--- src/rtl/avr_link_pkg.sv ---
// Shared FSM encodings and default timing constants for the AVR serial link.
package avr_link_pkg;

  localparam int unsigned DEFAULT_CLKS_PER_BIT       = 100;
  localparam int unsigned DEFAULT_CCLK_STABLE_CYCLES = 512;

  typedef enum logic [1:0] {
    TX_IDLE,
    TX_START,
    TX_DATA,
    TX_STOP
  } tx_state_e;

  typedef enum logic [2:0] {
    RX_IDLE,
    RX_START,
    RX_DATA,
    RX_STOP,
    RX_WAIT_IDLE
  } rx_state_e;

endpackage

--- src/rtl/sync_2ff.sv ---
// Two-flop synchronizer for an asynchronous single-bit input.
module sync_2ff #(
  parameter logic RST_VAL = 1'b1
) (
  input  logic clk,
  input  logic rst_n,
  input  logic d,
  output logic q
);

  logic s1_q, s2_q;

  always_ff @(posedge clk or negedge rst_n) begin
    if (!rst_n) begin
      s1_q <= RST_VAL;
      s2_q <= RST_VAL;
    end else begin
      s1_q <= d;
      s2_q <= s1_q;
    end
  end

  assign q = s2_q;

endmodule

--- src/rtl/avr_serial_link.sv ---
// FPGA <-> AVR link: cclk readiness detect plus independent 8N1 UART TX and RX.
module avr_serial_link
  import avr_link_pkg::*;
#(
  parameter int unsigned CLKS_PER_BIT       = DEFAULT_CLKS_PER_BIT,
  parameter int unsigned CCLK_STABLE_CYCLES = DEFAULT_CCLK_STABLE_CYCLES
) (
  input  logic       clk,
  input  logic       rst_n,
  input  logic       cclk,
  input  logic       avr_tx,
  output logic       avr_rx,
  input  logic       avr_rx_busy,
  input  logic [7:0] tx_data,
  input  logic       tx_valid,
  output logic       tx_ready,
  output logic [7:0] rx_data,
  output logic       rx_valid,
  output logic       rx_error,
  output logic       link_ready
);

  localparam int unsigned BW = $clog2(CLKS_PER_BIT + 1);
  localparam int unsigned RW = $clog2(CCLK_STABLE_CYCLES + 1);
  localparam logic [BW-1:0] BIT_LAST  = BW'(CLKS_PER_BIT - 1);
  localparam logic [BW-1:0] HALF_LAST = BW'(CLKS_PER_BIT / 2 - 1);
  localparam logic [RW-1:0] RDY_MAX   = RW'(CCLK_STABLE_CYCLES);

  logic cclk_s, tx_s, busy_s;

  sync_2ff #(.RST_VAL(1'b0)) u_sync_cclk (.clk(clk), .rst_n(rst_n), .d(cclk),        .q(cclk_s));
  sync_2ff #(.RST_VAL(1'b1)) u_sync_tx   (.clk(clk), .rst_n(rst_n), .d(avr_tx),      .q(tx_s));
  sync_2ff #(.RST_VAL(1'b1)) u_sync_busy (.clk(clk), .rst_n(rst_n), .d(avr_rx_busy), .q(busy_s));

  logic [RW-1:0] rdy_cnt_q, rdy_cnt_d;

  tx_state_e     tx_state_q, tx_state_d;
  logic [BW-1:0] tx_cnt_q, tx_cnt_d;
  logic [2:0]    tx_bit_q, tx_bit_d;
  logic [7:0]    tx_shift_q, tx_shift_d;
  logic          tx_line_q, tx_line_d;

  rx_state_e     rx_state_q, rx_state_d;
  logic [BW-1:0] rx_cnt_q, rx_cnt_d;
  logic [2:0]    rx_bit_q, rx_bit_d;
  logic [7:0]    rx_shift_q, rx_shift_d;
  logic [7:0]    rx_data_q, rx_data_d;
  logic          rx_valid_q, rx_valid_d;
  logic          rx_error_q, rx_error_d;
  logic          rx_prev_q;

  always_comb begin
    rdy_cnt_d = rdy_cnt_q;
    if (!cclk_s) begin
      rdy_cnt_d = '0;
    end else if (rdy_cnt_q != RDY_MAX) begin
      rdy_cnt_d = rdy_cnt_q + 1'b1;
    end
  end

  assign link_ready = (rdy_cnt_q == RDY_MAX);
  assign tx_ready   = (tx_state_q == TX_IDLE) && link_ready && !busy_s;

  // The shift register is pre-shifted when a bit is launched, so bit 0 always holds the next bit to send.
  always_comb begin
    tx_state_d = tx_state_q;
    tx_cnt_d   = tx_cnt_q;
    tx_bit_d   = tx_bit_q;
    tx_shift_d = tx_shift_q;
    tx_line_d  = tx_line_q;
    if (tx_state_q != TX_IDLE && !link_ready) begin
      tx_state_d = TX_IDLE;
      tx_cnt_d   = '0;
      tx_line_d  = 1'b1;
    end else begin
      unique case (tx_state_q)
        TX_IDLE: begin
          if (tx_valid && tx_ready) begin
            tx_state_d = TX_START;
            tx_shift_d = tx_data;
            tx_cnt_d   = '0;
            tx_line_d  = 1'b0;
          end
        end
        TX_START: begin
          if (tx_cnt_q == BIT_LAST) begin
            tx_state_d = TX_DATA;
            tx_cnt_d   = '0;
            tx_bit_d   = '0;
            tx_line_d  = tx_shift_q[0];
            tx_shift_d = {1'b0, tx_shift_q[7:1]};
          end else begin
            tx_cnt_d = tx_cnt_q + 1'b1;
          end
        end
        TX_DATA: begin
          if (tx_cnt_q == BIT_LAST) begin
            tx_cnt_d = '0;
            if (tx_bit_q == 3'd7) begin
              tx_state_d = TX_STOP;
              tx_line_d  = 1'b1;
            end else begin
              tx_bit_d   = tx_bit_q + 1'b1;
              tx_line_d  = tx_shift_q[0];
              tx_shift_d = {1'b0, tx_shift_q[7:1]};
            end
          end else begin
            tx_cnt_d = tx_cnt_q + 1'b1;
          end
        end
        TX_STOP: begin
          if (tx_cnt_q == BIT_LAST) begin
            tx_state_d = TX_IDLE;
            tx_cnt_d   = '0;
          end else begin
            tx_cnt_d = tx_cnt_q + 1'b1;
          end
        end
        default: tx_state_d = TX_IDLE;
      endcase
    end
  end

  always_comb begin
    rx_state_d = rx_state_q;
    rx_cnt_d   = rx_cnt_q;
    rx_bit_d   = rx_bit_q;
    rx_shift_d = rx_shift_q;
    rx_data_d  = rx_data_q;
    rx_valid_d = 1'b0;
    rx_error_d = 1'b0;
    unique case (rx_state_q)
      RX_IDLE: begin
        if (link_ready && rx_prev_q && !tx_s) begin
          rx_state_d = RX_START;
          rx_cnt_d   = '0;
        end
      end
      RX_START: begin
        if (rx_cnt_q == HALF_LAST) begin
          rx_cnt_d   = '0;
          rx_bit_d   = '0;
          rx_state_d = tx_s ? RX_IDLE : RX_DATA;
        end else begin
          rx_cnt_d = rx_cnt_q + 1'b1;
        end
      end
      RX_DATA: begin
        if (rx_cnt_q == BIT_LAST) begin
          rx_cnt_d   = '0;
          rx_shift_d = {tx_s, rx_shift_q[7:1]};
          if (rx_bit_q == 3'd7) begin
            rx_state_d = RX_STOP;
          end else begin
            rx_bit_d = rx_bit_q + 1'b1;
          end
        end else begin
          rx_cnt_d = rx_cnt_q + 1'b1;
        end
      end
      RX_STOP: begin
        if (rx_cnt_q == BIT_LAST) begin
          rx_cnt_d = '0;
          if (tx_s) begin
            rx_data_d  = rx_shift_q;
            rx_valid_d = 1'b1;
            rx_state_d = RX_IDLE;
          end else begin
            rx_error_d = 1'b1;
            rx_state_d = RX_WAIT_IDLE;
          end
        end else begin
          rx_cnt_d = rx_cnt_q + 1'b1;
        end
      end
      RX_WAIT_IDLE: begin
        if (tx_s) rx_state_d = RX_IDLE;
      end
      default: rx_state_d = RX_IDLE;
    endcase
  end

  always_ff @(posedge clk or negedge rst_n) begin
    if (!rst_n) begin
      rdy_cnt_q  <= '0;
      tx_state_q <= TX_IDLE;
      tx_cnt_q   <= '0;
      tx_bit_q   <= '0;
      tx_shift_q <= '0;
      tx_line_q  <= 1'b1;
      rx_state_q <= RX_IDLE;
      rx_cnt_q   <= '0;
      rx_bit_q   <= '0;
      rx_shift_q <= '0;
      rx_data_q  <= '0;
      rx_valid_q <= 1'b0;
      rx_error_q <= 1'b0;
      rx_prev_q  <= 1'b1;
    end else begin
      rdy_cnt_q  <= rdy_cnt_d;
      tx_state_q <= tx_state_d;
      tx_cnt_q   <= tx_cnt_d;
      tx_bit_q   <= tx_bit_d;
      tx_shift_q <= tx_shift_d;
      tx_line_q  <= tx_line_d;
      rx_state_q <= rx_state_d;
      rx_cnt_q   <= rx_cnt_d;
      rx_bit_q   <= rx_bit_d;
      rx_shift_q <= rx_shift_d;
      rx_data_q  <= rx_data_d;
      rx_valid_q <= rx_valid_d;
      rx_error_q <= rx_error_d;
      rx_prev_q  <= tx_s;
    end
  end

  assign avr_rx   = tx_line_q;
  assign rx_data  = rx_data_q;
  assign rx_valid = rx_valid_q;
  assign rx_error = rx_error_q;

endmodule

--- config.mk ---
export PLATFORM = sky130hd
export DESIGN_NAME = avr_serial_link
export DESIGN_NICKNAME = d
export VERILOG_FILES = /design/src/rtl/avr_link_pkg.sv /design/src/rtl/sync_2ff.sv /design/src/rtl/avr_serial_link.sv
export SDC_FILE = /design/constraint.sdc
export NUM_CORES = 1
export LEC_CHECK = 0
export ABC_AREA = 0
export BUFFER_PORTS_ARGS = -buffer_cell sky130_fd_sc_hd__buf_2
export CORE_MARGIN = 5
export CORE_UTILIZATION = 34
export CTS_BUF_LIST = sky130_fd_sc_hd__clkbuf_16
export CTS_CLUSTER_DIAMETER = 30
export DETAILED_ROUTE_END_ITERATION = 10
export HOLD_SLACK_MARGIN = 0.12
export PLACE_DENSITY = 0.46
export REMOVE_ABC_BUFFERS = 1
export SLEW_MARGIN = 20
export SYNTH_ARGS = -nofsm -noshare
export SYNTH_HDL_FRONTEND = slang
export SYNTH_HIERARCHICAL = 1
export SYNTH_SLANG_ARGS = --single-unit
--- constraint.sdc ---
create_clock -name clk -period 2.7 [get_ports clk]
set_input_delay 0.54 -clock clk [delete_from_list [all_inputs] [get_ports clk]]
set_output_delay 0.54 -clock clk [all_outputs]
set_load 0.01 [all_outputs]
==> results of run 1 <==
-- layout make-up --
type	count	area (sq um)	share of cell area
inverters	18	70.07	0.01709
multi-input cells	222	1645	0.4013
well taps	136	170.2	0.04150
clock inverters	7	82.58	0.02014
flip-flops and latches	69	1734	0.4229
clock buffers	9	225.2	0.05493
repair buffers	30	172.7	0.04211
-- critical path, stage by stage, from the launching register on --
cell and delay, ns:
dfrtp_1 0.41, or4_4 0.57, or3_4 0.45, inv_4 0.19, buf_2 0.17
-- cells in the mapped netlist (all sizes together), types with 2 or more instances --
library cell  number  share of area
o22ai              2         0.0036
o211ai             6          0.013
a41o               2         0.0057
and3               6          0.011
xnor2              7          0.018
or3                5         0.0090
nor2               8         0.0086
dfrtp             63           0.45
or4                2         0.0054
a31oi              2         0.0036
a21oi              9          0.013
a21boi             4         0.0086
nand3             13          0.019
a211oi             3         0.0065
mux2i              5          0.014
nor4               2         0.0036
inv               18          0.020
nand2b             6          0.011
o311ai             3         0.0075
dfstp              6          0.045
and2               5         0.0090
nand4              6          0.015
nor2b              3         0.0054
mux2              31           0.10
ha                15          0.054
buf                2         0.0054
o41a               2         0.0065
nand2             33          0.036
o21ai             17          0.024
nor3               2         0.0029
or2                2         0.0036
o2111ai            3         0.0075
clkbuf             6         0.0065
-- metrics by stage --
stage | TNS (ns) | utilization | power (mW) | worst slack, ns
after floorplan | 0 | - | 1.093 | 0.4561
after global placement | 0 | 0.3736 | 1.136 | 0.3064
after detailed placement | 0 | 0.3736 | 1.136 | 0.2768
after CTS | 0 | 0.4044 | 2.379 | 0.03343
after global routing | -0.05090 | 0.4044 | 2.435 | -0.02725
final | 0 | 0.4044 | 2.347 | 0.04501
-- routing by layer --
metal / GRT usage / vias up / part of all wire
met5: 0 / - / 0
met4: 0.04380 / 0 / 0.013
li1: - / 1225 / -
met1: 0.1635 / 1256 / 0.48
met2: 0.1890 / 45 / 0.47
met3: 0.03221 / 9 / 0.037
-- logic make-up (layout without fill, tap and decap cells) --
kind of cell,count (synthesis),count (layout),share of synthesized area
DFF,69,69,0.4975
adders and majority gates,15,15,0.05384
muxes,36,36,0.1145
buffers and inverters,26,64,0.03195
and+or+nand+nor,99,99,0.1543
AOI/OAI and AO/OA,65,65,0.1303
xor gates and xnor gates,7,7,0.01759
-- power by group --
part	switching [mW]	internal (mW)	total [mW]
Combinational	0.0345	0.0222	0.0566
Sequential	0.0115	1.05	1.06
Clock	0.502	0.730	1.23
Total	0.548	1.80	2.35
-- registers in the layout, summed over array words and instances, names as in the netlist --
| register | cells |
|---|---|
| avr_rx | 1 |
| rdy_cnt_q | 10 |
| rx_bit_q | 3 |
| rx_cnt_q | 7 |
| rx_data | 8 |
| rx_error | 1 |
| rx_prev_q | 1 |
| rx_shift_q | 8 |
| rx_state_q | 3 |
| rx_valid | 1 |
| tx_bit_q | 3 |
| tx_cnt_q | 7 |
| tx_shift_q | 8 |
| tx_state_q | 2 |
| u_sync_busy/q | 1 |
| u_sync_busy/s1_q | 1 |
| u_sync_cclk/q | 1 |
| u_sync_cclk/s1_q | 1 |
| u_sync_tx/q | 1 |
| u_sync_tx/s1_q | 1 |
-- what timing repair did --
action / in CTS / in global routing
endpoints found under the hold margin: 0 / 0
gates resized for setup: 1 / 0
buffers inserted: 0 / 0
endpoints found under the setup margin: 2 / 2
-- worst paths after layout --
check                                 end  slack [ns]  cells past startpoint
setup / recovery               link_ready        0.05                      4
hold / removal              tx_shift_q[5]        0.22                      2
setup reg to reg            tx_shift_q[6]        0.42                      5
hold reg to reg             u_sync_cclk/q        0.35                      0
max in group asynchronous  u_sync_tx/s1_q        2.12                      2
min in group clk           u_sync_tx/s1_q        0.31                      1
-- placed cells by master, fill, tap and decap left out, drive strengths merged, types with 3 or more instances in the layout --
| cell type | Yosys | final |
|---|---|---|
| a211oi | 3 | 3 |
| a21boi | 4 | 4 |
| a21oi | 9 | 9 |
| and2 | 5 | 5 |
| and3 | 6 | 6 |
| buf | 2 | 30 |
| clkbuf | 6 | 9 |
| dfrtp | 63 | 63 |
| dfstp | 6 | 6 |
| ha | 15 | 15 |
| inv | 18 | 21 |
| mux2 | 31 | 31 |
| mux2i | 5 | 5 |
| nand2 | 33 | 33 |
| nand2b | 6 | 6 |
| nand3 | 13 | 13 |
| nand4 | 6 | 6 |
| nor2 | 8 | 8 |
| nor2b | 3 | 3 |
| o2111ai | 3 | 3 |
| o211ai | 6 | 6 |
| o21ai | 17 | 17 |
| o311ai | 3 | 3 |
| or3 | 5 | 5 |
| xnor2 | 7 | 7 |
==> results.yml, run 1 <==
outcome:
  outcome: "completed"
sta:
  post-route-period-util: 0.9833
  fmax_mhz: 376.6
  worst_pin_slew_ns: 0.5603
  slew_headroom: 0.6247
  hold_viol_final: 0
  rsz0062_at_grt: "true"
  setup_viol_count_final: 0
  period_needed_ns: 2.655
  slew_violations: 0
  skew_ns: 0.009111
  whs_ns: 0.2211
setup_path:
  required_ns: 2.16
  worstPathArrival_ns: 2.11
  criticalPathCategory: "reg -> out"
  cp-end-kind: "output pin"
  cp-start-kind: "flip-flop"
  r2r_start: "rdy_cnt_q[4]"
  critPathLaunch: "rdy_cnt_q[4]"
  critical_path.max_fanout: 15
power_and_ir_drop:
  vdd_drop_max_mv: 0.2383
  power_leakage_nw: 1.884
  powerDensity_mw_per_mm2: 572.3
global_routing:
  grt_start_max_net_pins: 70
  grt-ovfl-total: 0
  antenna_found_initial: 0
  grt_pass1_wl_microns: 12610
  track_usage: 0.1217
  grt_pass1_vias: 2594
finish:
  post-route-cell-area_sq_mm: 0.004100
  fillers: 980
  fin_nets: 379
  diodes: 0
  area_growth_pct: 17.62
  drive_gt1_frac: 0.2535
  stdcell_count: 491
clock_tree:
  path_clk_slew_ns: 0.06
  clockBufferDepth: 2
  clk_latency_ns: 0.33
  cts.sinks: 69
  cts_max_level: 3
  cts_hold_buf: 0
  cts_buffers: 9
  cts-root-buf: "clkbuf_16"
  cts_tree: "yes"
yosys:
  async_flop_share: 1.000
  synth-edff-count: 0
  avgSynthCellArea_sq_um: 11.00
  synth_ff_type: "dfrtp_1"
  yosysWarnings: 6
  synth_cell_types: 57
  ys_seq_elements: 69
  syn_area_sq_mm: 0.003486
  syn_inst: 317
  synth-seq-area-share: 0.4975
floorplan:
  rows: 37
  ioPinCount: 27
  die_y_microns: 111.3
  fp.dieW_microns: 111.3
  initial_utilization: 0.3438
  core-area_sq_mm: 0.01014
  dieArea_sq_mm: 0.01238
run:
  cap_viol_max_count: 0
place:
  gp_congestion: 0.8096
  port_buffers: 26
  dp_cells: 475
  hpwl_microns: 4662
  dpl_cell_area_sq_mm: 0.003787
routing:
  remaining_drc_errors: 0
  drt_wl_total_microns: 7037
  drtPass1Iterations: 4
  antenna_left: 0
  avgViaCountPerCell: 5.163
  num_vias: 2535
  drtIter0Drc: 117
  wire_per_inst_microns: 14.33
min_path:
  min-delay-path-class: "in -> async"
Power figures use the tool's default switching activity.
==> run 2: changes to the inputs <==
--- a/config.mk
+++ b/config.mk
@@ -7,11 +7,13 @@
 export LEC_CHECK = 0
 export ABC_AREA = 0
 export BUFFER_PORTS_ARGS = -buffer_cell sky130_fd_sc_hd__buf_2
+export CORE_ASPECT_RATIO = 1.4
 export CORE_MARGIN = 5
 export CORE_UTILIZATION = 34
 export CTS_BUF_LIST = sky130_fd_sc_hd__clkbuf_16
 export CTS_CLUSTER_DIAMETER = 30
 export DETAILED_ROUTE_END_ITERATION = 10
+export GPL_TIMING_DRIVEN = 0
 export HOLD_SLACK_MARGIN = 0.12
 export PLACE_DENSITY = 0.46
 export REMOVE_ABC_BUFFERS = 1
==> run 2 against run 1 <==
Non-clock buffer count fell by 1. Sequential share of layout area fell by 0.34 points. Power rose by 2.4%. Clock skew fell by 0.0044 ns. Die area rose by 0.23%. Cell count fell by 0.41%. Critical path type unchanged. Largest cell class unchanged.
==> results.yml, run 2 (synthesis results as in run 1) <==
finish:
  largest_register: "rdy_cnt_q"
  stdcell_count: 489
  regArea_sq_mm: 0.001735
  multiInputGateArea_sq_mm: 0.001650
  fin_nets: 378
  drive_gt1_frac: 0.2514
  diodes: 0
  post-route-cell-area_sq_mm: 0.004136
  largest_reg_flops: 10
  fillers: 961
  fin_util: 0.4156
  area_growth_pct: 18.66
  layout_common_cells: "dfrtp_1, nand2_1, mux2_2"
  final_common_cell: "dfrtp_1"
routing:
  wire_per_inst_microns: 14.80
  drtIter0Drc: 85
  num_vias: 2507
  drtPass1Iterations: 4
  avgViaCountPerCell: 5.127
  antenna_left: 0
  remaining_drc_errors: 0
  drt_wl_total_microns: 7239
sta:
  slew_headroom: 0.5089
  fin_tns_setup_ns: 0
  worst_pin_slew_ns: 0.7301
  setup_slack_ns: 0.06827
  fmax_mhz: 380.0
  post-route-period-util: 0.9747
  slew_violations: 0
  skew_ns: 0.004746
  setup_viol_count_final: 0
  period_needed_ns: 2.632
  hold_viol_final: 0
setup_path:
  critical_path.max_fanout: 15
  cp-end-kind: "output pin"
  required_ns: 2.16
  cp-start-kind: "flip-flop"
  worstPathArrival_ns: 2.09
  criticalPathCategory: "reg -> out"
clock_tree:
  cts_max_level: 3
  clk_latency_ns: 0.33
  cts_buffers: 9
  cts-root-buf: "clkbuf_16"
  clockBufferDepth: 2
  cts.sinks: 69
  path_clk_slew_ns: 0.06
  cts_tree: "yes"
global_routing:
  grt_pass1_wl_microns: 12700
  grt_pass1_vias: 2594
  grt_start_max_net_pins: 48
  antenna_found_initial: 0
  track_usage: 0.1322
  grt-ovfl-total: 0
power_and_ir_drop:
  pwr-share-comb: 0.025
  clkPwrFrac: 0.535
  powerDensity_mw_per_mm2: 580.9
  power_leakage_nw: 1.901
  seq_power_share: 0.440
  switching_share: 0.2153
  vdd_drop_max_mv: 0.3656
  p_int_mw: 1.886
  switchingPower_mw: 0.5174
floorplan:
  initial_utilization: 0.3502
  core-area_sq_mm: 0.009953
  rows: 43
  fp.dieW_microns: 95.58
  ioPinCount: 27
  dieArea_sq_mm: 0.01241
  die_y_microns: 129.8
run:
  cap_viol_max_count: 0
place:
  port_buffers: 26
  gp_congestion: 0.7277
  pre_cts_ws_ns: 0.2070
  dpl_cell_area_sq_mm: 0.003774
  dp_cells: 471
  hpwl_microns: 4980
outcome:
  outcome: "completed"
min_path:
  min-delay-path-class: "in -> reg"
## run 2: cell types whose count changed in the layout (fill, tap and decap cells not counted), sizes merged
| cell | previous run | this run |
|---|---|---|
| clkinv | 1 | 3 |
| inv | 21 | 20 |
| clkinvlp | 2 | 0 |
| buf | 30 | 28 |
| dlygate4sd3 | 0 | 1 |
| bufinv | 1 | 2 |
## run 2: metrics by stage
step	hold slack (ns)	power, mW
CTS	0.2899	2.444
detailed placement	0.3404	1.138
global route	0.2921	2.494
global placement	0.3360	1.132
floorplan	0.2444	1.093
finish	0.3023	2.403
## run 2: critical path, stage by stage (launching register included)
cell	delay, ns
dfrtp_2	0.44
or4_4	0.56
or3_4	0.49
clkinv_8	0.12
buf_2	0.14
## run 2: final timing paths
path                            depth (start not counted)              to             start  slack (ns)
min in group asynchronous                               2   tx_shift_q[4]             rst_n        0.66
worst min register to register                          0   u_sync_cclk/q  u_sync_cclk/s1_q        0.35
worst max-delay path                                    4      link_ready      rdy_cnt_q[3]        0.07
worst min-delay path                                    1  u_sync_tx/s1_q            avr_tx        0.30
max in group asynchronous                               3       rx_prev_q             rst_n        1.46
worst max register to register                          5     rx_cnt_q[2]       rx_cnt_q[0]        0.29
## run 2: routing by layer
layer	global-route usage	part of all wire	vias up
li1	-	-	1235
met4	0.06533	0.023	0
met5	0	0	-
met2	0.2166	0.49	43
met1	0.1608	0.44	1219
met3	0.03230	0.037	10
## run 2: repair_timing
item,CTS,global route
hold endpoints to repair,20,0
pin swaps,0,2
setup buffers,0,1
hold buffers,1,0
endpoints found under the setup margin,2,2
gates resized for setup,2,4
## run 2: area by class of cell
class / instances / area share
clock buffer: 9 / 0.05445
clock inverter: 7 / 0.02390
inverter: 18 / 0.01936
multi-input combinational: 222 / 0.3990
sequential: 69 / 0.4195
tap: 135 / 0.04083
timing repair buffer: 29 / 0.04295
## run 2: power by group through the flow
| stage | registers [mW] | clock network [mW] | logic, mW |
|---|---|---|---|
| global route | 1.06 | 1.37 | 0.0702 |
| CTS | 1.06 | 1.32 | 0.0631 |
| floorplan | 1.07 | 0 | 0.0205 |
| global placement | 1.08 | 0 | 0.0553 |
| detailed placement | 1.08 | 0 | 0.0618 |
| finish | 1.06 | 1.29 | 0.0594 |
==> run 3: changes to the inputs <==
--- a/config.mk
+++ b/config.mk
@@ -13,12 +13,10 @@
 export CTS_BUF_LIST = sky130_fd_sc_hd__clkbuf_16
 export CTS_CLUSTER_DIAMETER = 30
 export DETAILED_ROUTE_END_ITERATION = 10
-export GPL_TIMING_DRIVEN = 0
 export HOLD_SLACK_MARGIN = 0.12
 export PLACE_DENSITY = 0.46
 export REMOVE_ABC_BUFFERS = 1
 export SLEW_MARGIN = 20
 export SYNTH_ARGS = -nofsm -noshare
 export SYNTH_HDL_FRONTEND = slang
-export SYNTH_HIERARCHICAL = 1
 export SYNTH_SLANG_ARGS = --single-unit
==> constraint.sdc (replaced) <==
create_clock -name clk -period 3.35 [get_ports clk]
set_input_delay 0.67 -clock clk [delete_from_list [all_inputs] [get_ports clk]]
set_output_delay 0.67 -clock clk [all_outputs]
set_load 0.01 [all_outputs]
==> run 3 against run 2 <==
Sequential share of layout area up 1.2 points. Cell count shrank 2.2%. Hold slack better by 0.025 ns. Register-to-register slack improved by 0.63 ns. Critical path depth stayed put. Power fell by 27%. Design area fell by 2.9%. Sequential power down 20%. Clock power down 34%. Wire length decreased by 0.77%. Clock skew about the same. Largest power group unchanged.
==> results.yml, run 3 <==
outcome:
  outcome: "completed"
sta:
  fin_tns_setup_ns: 0
  post-route-period-util: 0.8561
  slew_headroom: 0.5533
  setup_slack_ns: 0.4820
  whs_ns: 0.3274
  rsz0062_at_grt: "false"
  slew_violations: 0
  period_needed_ns: 2.868
  hold_viol_final: 0
  worst_pin_slew_ns: 0.6676
  setup_viol_count_final: 0
  skew_ns: 0.004933
  fmax_mhz: 348.7
setup_path:
  cp-end-kind: "output pin"
  critical_path.max_fanout: 16
  worstPathArrival_ns: 2.20
  required_ns: 2.68
  r2r.worst_path.cells: 4
  critPathLaunch: "rdy_cnt_q[4]"
  cp-start-kind: "flip-flop"
  r2r_start: "rdy_cnt_q[4]"
  criticalPathCategory: "reg -> out"
run:
  cap_viol_max_count: 0
global_routing:
  grt_pass1_vias: 2478
  grt_util_met3: 0.03020
  grt-ovfl-total: 0
  top_usage_layer: "met2"
  use_met1: 0.1482
  track_usage: 0.1295
  grt_pass1_wl_microns: 12240
  antenna_found_initial: 0
  grtUsageMet2: 0.2190
  grt_start_max_net_pins: 30
yosys:
  syn_area_sq_mm: 0.003478
  yosys-top-cells-area: "dfrtp_1, mux2_2, ha_1"
  synth-edff-count: 0
  yosysWarnings: 0
  synth_ff_type: "dfrtp_1"
  yosys-top-cells-count: "dfrtp_1, mux2_2, nand2_1"
  synth-seq-area-share: 0.4986
  ys_seq_elements: 69
  avgSynthCellArea_sq_um: 11.29
  async_flop_share: 1.000
  synth_most_common_cell: "dfrtp_1"
  synth_cell_types: 64
  yosys.area.top_type_share: 0.4532
  synth_area_leader_cell: "dfrtp_1"
  syn_inst: 308
clock_tree:
  clockBufferDepth: 2
  cts_setup_buffers: 0
  path_clk_slew_ns: 0.06
  cts-root-buf: "clkbuf_16"
  post_cts_resized: 0
  cts_hold_buf: 0
  cts.sinks: 69
  cts_buffers: 9
  cts_tree: "yes"
  clk_latency_ns: 0.33
  cts_max_level: 3
finish:
  largest_register: "rdy_cnt_q"
  final_common_cell: "dfrtp_1"
  drive_gt1_frac: 0.2828
  area_growth_pct: 15.43
  fin_nets: 367
  largest_reg_flops: 10
  post-route-cell-area_sq_mm: 0.004015
  layout_common_cells: "dfrtp_1, mux2_2, buf_2"
  stdcell_count: 478
  fin_util: 0.4034
  diodes: 0
power_and_ir_drop:
  vdd_drop_max_mv: 0.2370
  power_leakage_nw: 1.859
  seq_power_share: 0.485
  powerDensity_mw_per_mm2: 436.7
  pwr-share-comb: 0.026
  total_power_mw: 1.754
  p_int_mw: 1.356
  clkPwrFrac: 0.489
  switching_share: 0.2268
  switchingPower_mw: 0.3977
floorplan:
  core-area_sq_mm: 0.009953
  die_y_microns: 129.7
  initial_utilization: 0.3495
  fp.dieW_microns: 95.49
  dieArea_sq_mm: 0.01238
  rows: 43
  ioPinCount: 27
routing:
  remaining_drc_errors: 0
  num_vias: 2420
  avgViaCountPerCell: 5.063
  drtPass1Iterations: 5
  drt_wl_total_microns: 7183
  drtIter0Drc: 50
  antenna_left: 0
  wire_per_inst_microns: 15.03
place:
  port_buffers: 26
  dpl_cell_area_sq_mm: 0.003747
  pre_cts_ws_ns: 0.8179
  hpwl_microns: 5129
  dp_cells: 462
  gp_congestion: 0.7663
min_path:
  min-delay-path-class: "in -> async"
[run 3: area by class of cell]
class	count	area, sq um
clock buffers	9	225.2
clock inverters	7	42.54
fillers	986	5938
inverters	16	65.06
multi-input cells	214	1634
flip-flops and latches	69	1734
well taps	135	168.9
repair buffers	28	145.1
[run 3: worst max-delay path, cell delays in order (launching register included)]
cell      delay (ns)
dfrtp_1         0.40
or4_4           0.57
or3_1           0.52
clkinv_4        0.20
buf_2           0.17
[run 3: worst paths after layout]
| kind | endpoint | slack [ns] |
|---|---|---|
| worst min register to register | u_sync_cclk.q | 0.35 |
| max in group asynchronous | rx_prev_q | 2.20 |
| worst min-delay path | rdy_cnt_q[4] | 0.33 |
| worst max-delay path | link_ready | 0.48 |
| min in group clk | u_sync_cclk.q | 0.35 |
| worst max register to register | rx_cnt_q[5] | 0.92 |
[run 3: power groups by stage]
stage          sequential (mW)  clock, mW  combinational (mW)
6_report                 0.851      0.857              0.0452
3_3_place_gp             0.866          0              0.0475
4_1_cts                  0.851      0.887              0.0477
2_1_floorplan            0.864          0              0.0167
3_5_place_dp             0.866          0              0.0475
5_1_grt                  0.852      0.920              0.0532
[run 3: cell families (layout without fill, tap and decap cells)]
kind of cell,after synthesis,count (layout),share of synthesized area
fa+ha+maj,15,15,0.05396
xor+xnor,8,8,0.02014
simple gates,95,95,0.1475
compound gates,58,58,0.1252
buf+inv,25,60,0.03165
mux,38,38,0.1230
flops,69,69,0.4986
[run 3: layer usage]
metal / part of all wire / wire, microns
met5: 0 / 0
met4: 0.033 / 237
met1: 0.44 / 3127
met3: 0.032 / 227
met2: 0.50 / 3591
